===== config.mk =====
export PLATFORM = sky130hd
export DESIGN_NAME = multi_debouncer
export DESIGN_NICKNAME = d
export VERILOG_FILES = /design/src/rtl/multi_debouncer.sv
export SDC_FILE = /design/constraint.sdc
export NUM_CORES = 1
export LEC_CHECK = 0
export ABC_AREA = 0
export BUFFER_PORTS_ARGS = -buffer_cell sky130_fd_sc_hd__buf_2
export CORE_ASPECT_RATIO = 1.5
export CORE_MARGIN = 2
export CORE_UTILIZATION = 35
export CTS_CLUSTER_DIAMETER = 200
export CTS_CLUSTER_SIZE = 25
export DETAILED_ROUTE_END_ITERATION = 16
export PLACE_DENSITY_LB_ADDON = 0.08
export SLEW_MARGIN = 20
export SYNTH_ARGS = -nofsm -noshare
export SYNTH_HDL_FRONTEND = slang
export SYNTH_SLANG_ARGS = --single-unit

===== constraint.sdc =====
create_clock -name i_clk -period 2.1 [get_ports i_clk]
set_input_delay 0.21 -clock i_clk [delete_from_list [all_inputs] [get_ports i_clk]]
set_output_delay 0.21 -clock i_clk [all_outputs]
set_load 0.01 [all_outputs]

===== src/rtl/multi_debouncer.sv =====
// Multi-channel debouncer: 2-flop synchroniser, 2^CNT_W-cycle stability counter, edge pulses.
// Define MULTI_DEBOUNCER_AUTOREPEAT_EN to build the per-channel auto-repeat generator.
module multi_debouncer #(
  parameter int N_CH       = 4,
  parameter int CNT_W      = 17,
  parameter int RPT_FIRST  = 50000000,
  parameter int RPT_PERIOD = 10000000
) (
  input  logic            i_clk,
  input  logic            i_rst_n,
  input  logic [N_CH-1:0] i_signal,
  output logic [N_CH-1:0] o_state,
  output logic [N_CH-1:0] o_trans_up,
  output logic [N_CH-1:0] o_trans_dn,
  output logic [N_CH-1:0] o_repeat,
  output logic            o_busy
);

  localparam bit RPT_CFG_OK = (RPT_FIRST >= 2) && (RPT_PERIOD >= 2) && (RPT_PERIOD <= RPT_FIRST);

  logic [N_CH-1:0] s0_q;
  logic [N_CH-1:0] s1_q;
  logic [N_CH-1:0] state_q;
  logic [N_CH-1:0] state_d;
  logic [N_CH-1:0] trans_up_q;
  logic [N_CH-1:0] trans_dn_q;
  logic [N_CH-1:0] mismatch;
  logic [N_CH-1:0] flip;

  always_ff @(posedge i_clk or negedge i_rst_n) begin
    if (!i_rst_n) begin
      s0_q <= '0;
      s1_q <= '0;
    end else begin
      s0_q <= i_signal;
      s1_q <= s0_q;
    end
  end

  assign mismatch = s1_q ^ state_q;
  assign state_d  = state_q ^ flip;

  genvar gi;
  generate
    for (gi = 0; gi < N_CH; gi++) begin : g_chan
      logic [CNT_W-1:0] cnt_q;
      logic [CNT_W-1:0] cnt_d;

      // The counter only runs while the synchronised input disagrees with the output.
      assign flip[gi] = mismatch[gi] && (cnt_q == {CNT_W{1'b1}});

      always_comb begin
        cnt_d = cnt_q + 1'b1;
        if (!mismatch[gi] || flip[gi]) begin
          cnt_d = '0;
        end
      end

      always_ff @(posedge i_clk or negedge i_rst_n) begin
        if (!i_rst_n) begin
          cnt_q <= '0;
        end else begin
          cnt_q <= cnt_d;
        end
      end
    end
  endgenerate

  always_ff @(posedge i_clk or negedge i_rst_n) begin
    if (!i_rst_n) begin
      state_q    <= '0;
      trans_up_q <= '0;
      trans_dn_q <= '0;
    end else begin
      state_q    <= state_d;
      trans_up_q <= flip & ~state_q;
      trans_dn_q <= flip & state_q;
    end
  end

  assign o_state    = state_q;
  assign o_trans_up = trans_up_q;
  assign o_trans_dn = trans_dn_q;
  assign o_busy     = |mismatch;

  generate
    if (!RPT_CFG_OK) begin : g_rpt_cfg_invalid
    end
  endgenerate

`ifdef MULTI_DEBOUNCER_AUTOREPEAT_EN
  localparam int RPT_W = (RPT_FIRST > 2) ? $clog2(RPT_FIRST) : 1;
  localparam logic [RPT_W-1:0] RPT_LAST   = RPT_W'(RPT_FIRST - 1);
  localparam logic [RPT_W-1:0] RPT_RELOAD = RPT_W'(RPT_FIRST - RPT_PERIOD);

  generate
    for (gi = 0; gi < N_CH; gi++) begin : g_rpt
      logic [RPT_W-1:0] rpt_cnt_q;
      logic             rpt_q;

      // After each pulse the counter reloads so the next one lands RPT_PERIOD cycles later.
      always_ff @(posedge i_clk or negedge i_rst_n) begin
        if (!i_rst_n) begin
          rpt_cnt_q <= '0;
          rpt_q     <= 1'b0;
        end else if (!state_q[gi] || flip[gi]) begin
          rpt_cnt_q <= '0;
          rpt_q     <= 1'b0;
        end else if (rpt_cnt_q == RPT_LAST) begin
          rpt_cnt_q <= RPT_RELOAD;
          rpt_q     <= 1'b1;
        end else begin
          rpt_cnt_q <= rpt_cnt_q + 1'b1;
          rpt_q     <= 1'b0;
        end
      end

      assign o_repeat[gi] = rpt_q;
    end
  endgenerate
`else
  assign o_repeat = '0;
`endif

endmodule


# Yosys cells after proc, flatten, opt, wreduce, memory -nomap -nowiden
# Cells that the tools add are included.
# word_totals
mem_bits_rw,0
in_bits,6
out_inout_bits,17
elab_cells,39
n_memories,0
regBits,88
mem_bits_ro,0
latchBits,0
# op_classes
div_mod_pow,0
n_eq_ne,4
add_sub_neg,4
muxes,4
n_reduce_logical,13
shift,0
n_mul,0
bitwise_logic,5
order_cmp,0
# op_table
operator,count
17-bit by 1-bit adder with 17-bit output (second input constant),4
17-bit equality test (second input constant),4
17-bit 2-to-1 mux,4
4-bit AND,2
4-bit bitwise XOR,2
1-bit logical AND,4
1-bit logical NOT,4
1-bit logical OR,4
4-bit NOT,1
4-bit OR reduction,1

# Depth between registers and ports, before layout
# Gate-level depths: netlist (run 1).
# depth
ltp_word,4
ltp_mapped,9

# Worst setup path before layout (run 1)
# No wires, ideal clock.
# synth_path
path_type,register to register
start,register g_chan[0].cnt_q[0]
end,register g_chan[0].cnt_q[10]
stages_incl_launch_ff,10
slack_ns,0.007
setup_time_ns,0.121
path_buffers,2
arrival_time_ns,1.972
synth_period_minus_slack_ns,2.093
cell_sequence,dfrtp_1 > ha_1 > nand4_1 > nor4_2 > and3_1 > ha_1 > or2_2 > clkbuf_1 > buf_2 > nor2_1
# synth_between
elab_chain_len,4
elab_cells_between_ends,5
cone_classes,add/sub (1); eq/ne (1); mux (1); reduce/logical (2)
# synth_lines
element,line_no,source
"start, declared",46,logic [CNT_W-1:0] cnt_q;
"start signal, assigned",63,cnt_q <= cnt_d;
"parallel branches: the longest is 3 deep, another holds 17-bit by 1-bit adder with 17-bit output",-,
17-bit 2-to-1 mux *,54,if (!mismatch[gi] || flip[gi]) begin
named net g_chan[0].cnt_d[10],47,logic [CNT_W-1:0] cnt_d;
# Mark *: on every way through the listed nets, which the timed path passes.

# Worst setup path in the final report (run 1)
# layout_path
start,register g_chan[0].cnt_q[0]
end,register g_chan[0].cnt_q[13]
# The elaborated chain is that of the path after synthesis.

==> results of run 1 <==
-- power by group --
| group | switching (W) | total (W) | internal [W] |
|---|---|---|---|
| Sequential | 0.0000251 | 0.00175 | 0.00172 |
| Combinational | 0.0000828 | 0.000129 | 0.0000460 |
| Clock | 0.000619 | 0.00147 | 0.000855 |
| Total | 0.000727 | 0.00335 | 0.00262 |
-- layout make-up --
type / count / area (um^2)
Tap cell: 147 / 184
Timing Repair Buffer: 39 / 288
Sequential cell: 88 / 2200
Inverter: 15 / 56.3
Clock buffer: 12 / 256
Multi-Input combinational cell: 260 / 1650
Clock inverter: 3 / 17.5
Fill cell: 1112 / 6400
-- cells by family (layout without fill, tap and decap cells) --
logic type                 count (synthesis)  in the layout  synth area share [%]
buffers and inverters                     29             69                  3.44
other                                      1              4                0.0947
DFF                                       88             88                  55.6
and+or+nand+nor                          174            174                  23.5
xor gates and xnor gates                  50             50                  11.1
muxes                                      3              3                 0.853
adders and majority gates                  8              8                  2.53
AOI/OAI and AO/OA                         21             21                  2.91
-- critical path, delay by kind of cell, from the launching register on --
family                     cells  cell delay (ns)
adders and majority gates      2             0.47
and+or+nand+nor                4             0.75
AOI/OAI and AO/OA              1             0.20
DFF                            1             0.39
-- metrics by stage --
stage               cells  instance area, um^2  power, W
detailed placement    544                 4310   0.00191
floorplan             377                 3970   0.00184
global route          564                 4660   0.00351
finish                564                 4660   0.00335
CTS                   564                 4640   0.00342
global placement      544                 4310   0.00190
-- how the worst max path moves through the flow --
stage,from,endpoint,slack (ns)
after floorplan,g_chan[0].cnt_q[0],g_chan[0].cnt_q[10],0.007
after global placement,g_chan[0].cnt_q[0],g_chan[0].cnt_q[10],0.18
after detailed placement,g_chan[0].cnt_q[0],g_chan[0].cnt_q[10],0.09
after CTS,g_chan[0].cnt_q[0],g_chan[0].cnt_q[10],0.08
after global routing,g_chan[0].cnt_q[3],g_chan[0].cnt_q[13],0.006
final,g_chan[0].cnt_q[0],g_chan[0].cnt_q[13],0.19
-- repair_timing --
| item | 4_1_cts | 5_1_grt |
|---|---|---|
| hold buffers | 5 | 0 |
| gates resized for setup | 0 | 3 |
| endpoints found under the hold margin | 35 | 0 |
| endpoints found under the setup margin | 0 | 16 |
-- Yosys cell counts (2+ instances only) --
library cell	number
dfrtp_1	88
nor2_1	64
xnor2_1	39
nand3_1	20
nand2_1	19
inv_1	15
nand4_1	12
nor3_1	12
nor4_1	12
xor2_1	11
a21oi_1	9
o21ai_0	9
or3_1	9
ha_1	8
clkbuf_1	5
and2_1	4
and3_1	4
buf_2	4
buf_4	4
or2_2	4
and3b_1	3
mux2_2	3
nand4_4	3
and4_1	2
nor4_2	2
-- metal layers --
layer	up-vias	wire (um)	track usage, %	part of all wire, %
li1	1341	-	-	-
met5	-	0	0	0
met3	15	155	3.09	2.1
met1	1300	3360	16.5	46
met4	0	155	6.57	2.1
met2	25	3600	22.3	49
-- sequential cells by signal, summed over array words and instances (netlist names), named ones only --
name          flops
g_chan.cnt_q     68
o_trans_up        4
s1_q              4
o_trans_dn        4
s0_q              4
==> impl_results.md, run 1 <==
* Dominant cell type by area after synthesis: dfrtp_1
* Ys flop type: dfrtp_1
* Hold endpoint: s1_q[3]
* Async set or reset register ratio after synthesis at 100%
* CTS root buf: clkbuf_16
* Share of layout cells above drive strength 1 at 15.1%
* DIE HEIGHT at 134 um
* Hold Crit Class: reg -> reg
* Max incr delay on CP at 0.39 ns
* CTS max path bufs at 2
* Worst slack at placement at 0.0879 ns
* Area of the mapped netlist at 3960 um^2
* Worst EP required at 2.33 ns
* GPL Wtd Cong at 0.731
* Fmax achieved at 0.523 GHz
* DRC viols at 0
* Synth cell types at 34
* First-pass GRT wire length at 13,000 um
* GRT Total Usage at 13.4%
* Largest net degree at the start of global routing at 43
* Average size of a mapped cell at 10.6 um^2
* Area Overhead vs Synth at 17.6%
* Max-cap violations at 0
* Worst R2R Start: g_chan[0].cnt_q[0]
* Synth area leaders: dfrtp_1, xnor2_1, nor2_1
* Fin Hold WS at 0.352 ns
* Die Area at 12,200 um^2
* PD cells at 720 nW/um^2
* Vias in the first global route at 2,752
* I/O pin count at 23
* Clock skew at 0.00475 ns
* Sum of negative setup slack at 0 ns
* Routed wire length at 7270 um
* Starting density of the core at 35.8%
* Max FO, Critical Path at 6
* Critical path's slowest cell: dfrtp_1
* Outcome: finished, final reports clean
* Synthesis Warnings at 0
* Core ar. at 11,100 um^2
* HP Start: s0_q[3]
* Yosys reg bits at 88
* Max VDD drop at 415 uV
* Register area share after synthesis at 55.6%
* Final hold violation count at 0
* Num CTS Buffers at 9
* Tcrit/Tclk final at 91.1%
* Critical path's most frequent cell: ha_1
* Postcts setup bufs at 0
* Die X-Extent at 90.9 um
* Worst-path clk slew at 0.06 ns
* Final Util at 42.1%
* Fin. max-slew vios at 0
* R2r worst-path depth at 7
* HPWL Detailed at 5000 um
* CTS Sinks at 88
* Post-synth EDFFs at 0
* Fin crit period at 1.91 ns
* RSZ-0062 raised after global routing: no
* Most common cell after layout, fill and taps aside: dfrtp_1
* Worst setup margin at 0.186 ns
* Area share of the largest cell type after synthesis at 55.6%
* R2r setup slk at 0.19 ns
* Clk_lat worst skew at 0.33 ns
* Critical path class: reg -> reg
* Commonest cells after routing, fill and taps aside: dfrtp_1, nor2_1, xnor2_1, nand3_1, nand2_1
* CP Launch Type: flop
* WL per Instance at 12.9 um
* N_diodes at 0
* H-tree depth at 3
* CTS tree: yes
* Crit end category: flop
* Critical R2R Capture: g_chan[0].cnt_q[13]
* Row count at 47
* Nets@finish at 427
* Leakage power at 2.05 nW
* DRT antenna net count at 0
* Grt ovf at 0
* DRT Pass-1 Iters at 4
* Initial DRC count at 88
* Worst EP arrival at 2.15 ns
* Mapped Cells at 374
* Endpoints failing setup at 0
* # port buffers at 18
* Routed vias at 2,681
* Vias per cell at 4.75
* Initial antenna violation count at 0
* Worst-path cell chain: ha_1 > nand4_1 > nor4_2 > and3_1 > ha_1 > or3_1 > o41ai_2
* Min-Delay Path Depth at 0
Note: power is estimated with default switching activity, not from simulation.
==> inputs of run 2 (changes only) <==
BUFFER_PORTS_ARGS = -buffer_cell sky130_fd_sc_hd__buf_4   (was -buffer_cell sky130_fd_sc_hd__buf_2)
CORE_UTILIZATION = 54   (was 35)
CTS_BUF_LIST = sky130_fd_sc_hd__clkbuf_8 sky130_fd_sc_hd__clkbuf_16   (was not set)
==> run 2 against run 1 <==
  * Clock skew increased by 0.0068 ns
  * Design area is 2.4% lower
  * Die area fell by 34%
  * Flip-flop and latch count stayed put
==> impl_results.md, run 2 (same netlist as run 1, synthesis figures left out) <==
* Worst EP required at 2.35 ns
* Outcome: finished, final reports clean
* Final Util at 63.3%
* I/O pin count at 23
* Die X-Extent at 73.9 um
* CTS tree: yes
* GRT Total Usage at 19.6%
* Worst-path clk slew at 0.09 ns
* CP Launch Type: flop
* DIE HEIGHT at 109 um
* First-pass GRT wire length at 12,000 um
* Max incr delay on CP at 0.38 ns
* Vias per cell at 5.17
* Sum of negative setup slack at 0 ns
* Row count at 38
* Largest Register: g_chan.cnt_q
* Worst EP arrival at 2.17 ns
* DRC viols at 0
* # port buffers at 18
* Num CTS Buffers at 9
* Commonest cells after routing, fill and taps aside: dfrtp_1, nor2_1, xnor2_1, buf_4, nand3_1
* Final hold violation count at 0
* Largest net degree at the start of global routing at 45
* CTS max path bufs at 2
* Clk_lat worst skew at 0.36 ns
* R2r setup slk at 0.18 ns
* RSZ-0062 raised after global routing: no
* DRT antenna net count at 0
* DRT Pass-1 Iters at 4
* Routed wire length at 6740 um
* HPWL Detailed at 4610 um
* WL per Instance at 13.1 um
* Area Overhead vs Synth at 14.8%
* Critical R2R Capture: g_chan[0].cnt_q[3]
* Clock skew at 0.0115 ns
* Power, Total at 0.00312 W
* Postcts setup bufs at 0
* R2r worst-path depth at 7
* Die Area at 8050 um^2
* Crit-path leading delay family: simple AND/OR/NAND/NOR gates
* Critical path's most frequent cell: ha_2
* Most common cell after layout, fill and taps aside: dfrtp_1
* CTS Sinks at 88
* Routed vias at 2,658
* Fmax achieved at 0.520 GHz
* Initial DRC count at 106
* Hold Crit Class: in -> async
* Initial antenna violation count at 0
* Max reg flops at 68
* PD cells at 686 nW/um^2
* Grt ovf at 0
* Max-cap violations at 0
* Worst-path cell chain: ha_2 > nand4_1 > nor4_2 > and3_1 > ha_2 > or2_2 > nor2_1
* Endpoints failing setup at 0
* Share of layout cells above drive strength 1 at 15.2%
* Fin. max-slew vios at 0
* Fin crit period at 1.92 ns
* Nets@finish at 423
* Crit path depth at 7
* Critical path class: reg -> reg
* Vias in the first global route at 2,766
* CTS root buf: clkbuf_8
* N_diodes at 0
* Tcrit/Tclk final at 91.6%
* Critical path's slowest cell: dfrtp_1
* Crit path buffers/inverters at 0
* Worst R2R Start: g_chan[0].cnt_q[0]
* Max VDD drop at 409 uV
* H-tree depth at 3
* Core ar. at 7180 um^2
* Crit end category: flop
* Leakage power at 2.00 nW
* Max FO, Critical Path at 14
* GPL Wtd Cong at 0.773
* Starting density of the core at 55.2%
run 2: worst max path at each step:
stage | slack, ns | to | start
CTS | 0.007 | g_chan[0].cnt_q[3] | g_chan[0].cnt_q[0]
floorplan | 0.007 | g_chan[0].cnt_q[10] | g_chan[0].cnt_q[0]
global placement | 0.12 | g_chan[0].cnt_q[4] | g_chan[0].cnt_q[0]
global route | 0.02 | g_chan[0].cnt_q[10] | g_chan[0].cnt_q[0]
finish | 0.18 | g_chan[0].cnt_q[3] | g_chan[0].cnt_q[0]
detailed placement | 0.04 | g_chan[0].cnt_q[3] | g_chan[0].cnt_q[0]
run 2: power by group:
| part | internal, W | total, W | leakage (nW) | switching (W) |
|---|---|---|---|---|
| combinational | 0.0000439 | 0.000123 | 0.692 | 0.0000796 |
| clock | 0.000647 | 0.00125 | 0.109 | 0.000605 |
| sequential | 0.00172 | 0.00174 | 1.20 | 0.0000247 |
run 2: layout make-up:
type / count / area (um^2)
Sequential cell: 88 / 2200
Clock inverter: 4 / 51.3
Fill cell: 581 / 2640
Tap cell: 100 / 125
Inverter: 15 / 56.3
Clock buffer: 12 / 165
Multi-Input combinational cell: 260 / 1660
Timing Repair Buffer: 35 / 288
run 2: routing by layer:
layer  routed length, um  part of all wire [%]  global-route usage, %  vias up
met2                3450                    51                   32.6       35
met1                2980                    44                   23.5     1284
met3                 185                   2.7                   5.18        8
met4                 122                   1.8                   9.09        0
met5                   0                     0                      0        -
li1                    -                     -                      -     1331
run 2: repair_timing:
action / 4_1_cts / 5_1_grt
hold endpoints to repair: 62 / 0
endpoints found under the setup margin: 0 / 35
hold buffers: 5 / 0
gates resized for setup: 0 / 6
run 2: per-stage QoR:
stage	hold WS [ns]	cells	worst slack [ns]	area, um^2
global route	0.242	514	0.0170	4540
CTS	0.227	514	0.00703	4520
finish	0.236	514	0.176	4540
floorplan	-0.0856	377	0.00657	3970
detailed placement	0.0880	493	0.0364	4250
global placement	0.0844	493	0.115	4250
==> inputs of run 3 (changes only) <==
CORE_UTILIZATION = 45   (was 54)
==> run 3 against run 2 <==
  * Critical path depth did not move
  * Power rose by 8.5%
  * Sequential power hardly changed
  * Highest routed layer unchanged
==> impl_results.md, run 3 (same netlist as run 1, synthesis figures left out) <==
* Worst-path clk slew at 0.06 ns
* HP Start: s0_q[3]
* Share of layout cells above drive strength 1 at 14.5%
* Setup crit start: g_chan[0].cnt_q[0]
* Critical path class: reg -> reg
* WL met2 at 3450 um
* Met3 layer wire length in the routed design at 173 um
* Worst EP arrival at 2.13 ns
* Max incr delay on CP at 0.39 ns
* Clk_lat worst skew at 0.33 ns
* CP Launch Type: flop
* Sequential power share at 51.6%
* DRT Pass-1 Iters at 4
* N_diodes at 0
* Starting density of the core at 46.8%
* Tcrit/Tclk final at 90.9%
* Slew @ Worst Pin at 0.589 ns
* Worst EP required at 2.32 ns
* Critical path's most frequent cell: ha_2
* CTS tree: yes
* WL per Instance at 13.2 um
* Final hold violation count at 0
* Crit-path leading delay family: simple AND/OR/NAND/NOR gates
* HPWL Detailed at 4660 um
* CTS max path bufs at 2
* Most common cell after layout, fill and taps aside: dfrtp_1
* Crit end category: flop
* Commonest cells after routing, fill and taps aside: dfrtp_1, nor2_1, xnor2_1, buf_4, nand3_1
* Psw at 0.000716 W
* Nets@finish at 424
* First-pass GRT wire length at 12,100 um
* Crit path buffers/inverters at 0
* Core ar. at 8460 um^2
* CTS Sinks at 88
* GPL Wtd Cong at 0.777
* DRT antenna net count at 0
* Hold Crit Class: reg -> reg
* Area Overhead vs Synth at 16.5%
* Initial DRC count at 118
* Max-cap violations at 0
* PD cells at 734 nW/um^2
* Clk network pwr share at 44.7%
* Row count at 41
* Fmax achieved at 0.524 GHz
* Die X-Extent at 80.6 um
* Sw Ratio at 21.2%
* Vias per cell at 5.06
* GRT Total Usage at 16.3%
* Final Util at 54.5%
* Vias in the first global route at 2,632
* RSZ-0062 raised after global routing: no
* # port buffers at 18
* Grt ovf at 0
* Largest net degree at the start of global routing at 48
* Comb power frac at 3.7%
* Critical path's slowest cell: dfrtp_1
* Total internal power at 0.00267 W
* Initial antenna violation count at 0
* DIE HEIGHT at 119 um
* Routed vias at 2,641
* Sum of negative setup slack at 0 ns
* Max Used Layer: met4
* Max FO, Critical Path at 6
* I/O pin count at 23
* Largest Register: g_chan.cnt_q
* Endpoints failing setup at 0
* Worst R2R Start: g_chan[0].cnt_q[0]
* Postcts setup bufs at 0
* H-tree depth at 3
* Outcome: finished, final reports clean
* CTS root buf: clkbuf_16
* Fin crit period at 1.91 ns
* Clock skew at 0.00462 ns
* DRC viols at 0
* Max reg flops at 68
* Routed wire length at 6870 um
* Leakage power at 2.03 nW
* Metal-1 WL at 3090 um
* Worst-path cell chain: ha_2 > nand4_1 > nor4_2 > and3_1 > ha_2 > or3_1 > o41ai_1
* Slew HR at 60.7%
* Fin. max-slew vios at 0
* Die Area at 9580 um^2
* Num CTS Buffers at 9
* Max VDD drop at 488 uV
[run 3: cell types whose count changed in the layout (fill, tap and decap cells not counted), sizes merged]
| cell | delta |
|---|---|
| inv | +3 |
| clkinv | +1 |
| buf | +1 |
| clkinvlp | -1 |
| clkbuf | -3 |
[run 3: worst register-to-register path, cell delays in order, from the launching register on]
cell	delay [ns]
dfrtp_1	0.39
ha_2	0.22
nand4_1	0.13
nor4_2	0.06
and3_1	0.19
ha_2	0.20
or3_1	0.35
o41ai_1	0.26
[run 3: repair_timing]
action	4_1_cts	5_1_grt
gates resized for setup	0	5
endpoints found under the hold margin	49	0
hold buffers	5	0
setup endpoints to repair	0	33
[run 3: layer usage]
| layer | vias up | global-route usage (%) |
|---|---|---|
| met2 | 24 | 27.1 |
| met4 | 0 | 7.63 |
| met5 | - | 0 |
| li1 | 1336 | - |
| met1 | 1270 | 20.4 |
| met3 | 11 | 2.58 |
[run 3: stage by stage]
stage | instance area [um^2] | worst slack (ns) | hold WS [ns] | total power (W) | std cells
finish | 4610 | 0.192 | 0.346 | 0.00339 | 522
global route | 4610 | 0.0605 | 0.358 | 0.00354 | 522
CTS | 4600 | 0.0637 | 0.348 | 0.00344 | 522
detailed placement | 4270 | 0.108 | 0.255 | 0.00190 | 501
global placement | 4270 | 0.139 | 0.259 | 0.00189 | 501
floorplan | 3970 | 0.00657 | -0.0856 | 0.00184 | 377
[run 3: cell type report]
| class | instances | area [um^2] |
|---|---|---|
| Clock buffer | 9 | 225 |
| Clock inverter | 7 | 56.3 |
| Fill cell | 793 | 3850 |
| Inverter | 15 | 56.3 |
| Multi-Input combinational cell | 260 | 1650 |
| Sequential cell | 88 | 2200 |
| Tap cell | 107 | 134 |
| Timing Repair Buffer | 36 | 295 |
[run 3: path summary, 6_finish.rpt]
path	to	slack [ns]	cells after the start
hold reg to reg	s1_q[3]	0.35	0
min in group asynchronous	g_chan[0].cnt_q[11]	0.42	2
setup / recovery	g_chan[0].cnt_q[13]	0.19	7
hold / removal	s1_q[3]	0.35	0
setup reg to reg	g_chan[0].cnt_q[13]	0.19	7
max in group asynchronous	g_chan[1].cnt_q[2]	1.04	3
[run 3: power groups by stage]
| stage | registers, W | clock network, W | logic (W) |
|---|---|---|---|
| 2_1_floorplan | 0.00177 | 0 | 0.0000667 |
| 3_3_place_gp | 0.00178 | 0 | 0.000119 |
| 3_5_place_dp | 0.00178 | 0 | 0.000121 |
| 4_1_cts | 0.00175 | 0.00157 | 0.000129 |
| 5_1_grt | 0.00175 | 0.00164 | 0.000149 |
| 6_report | 0.00175 | 0.00151 | 0.000125 |
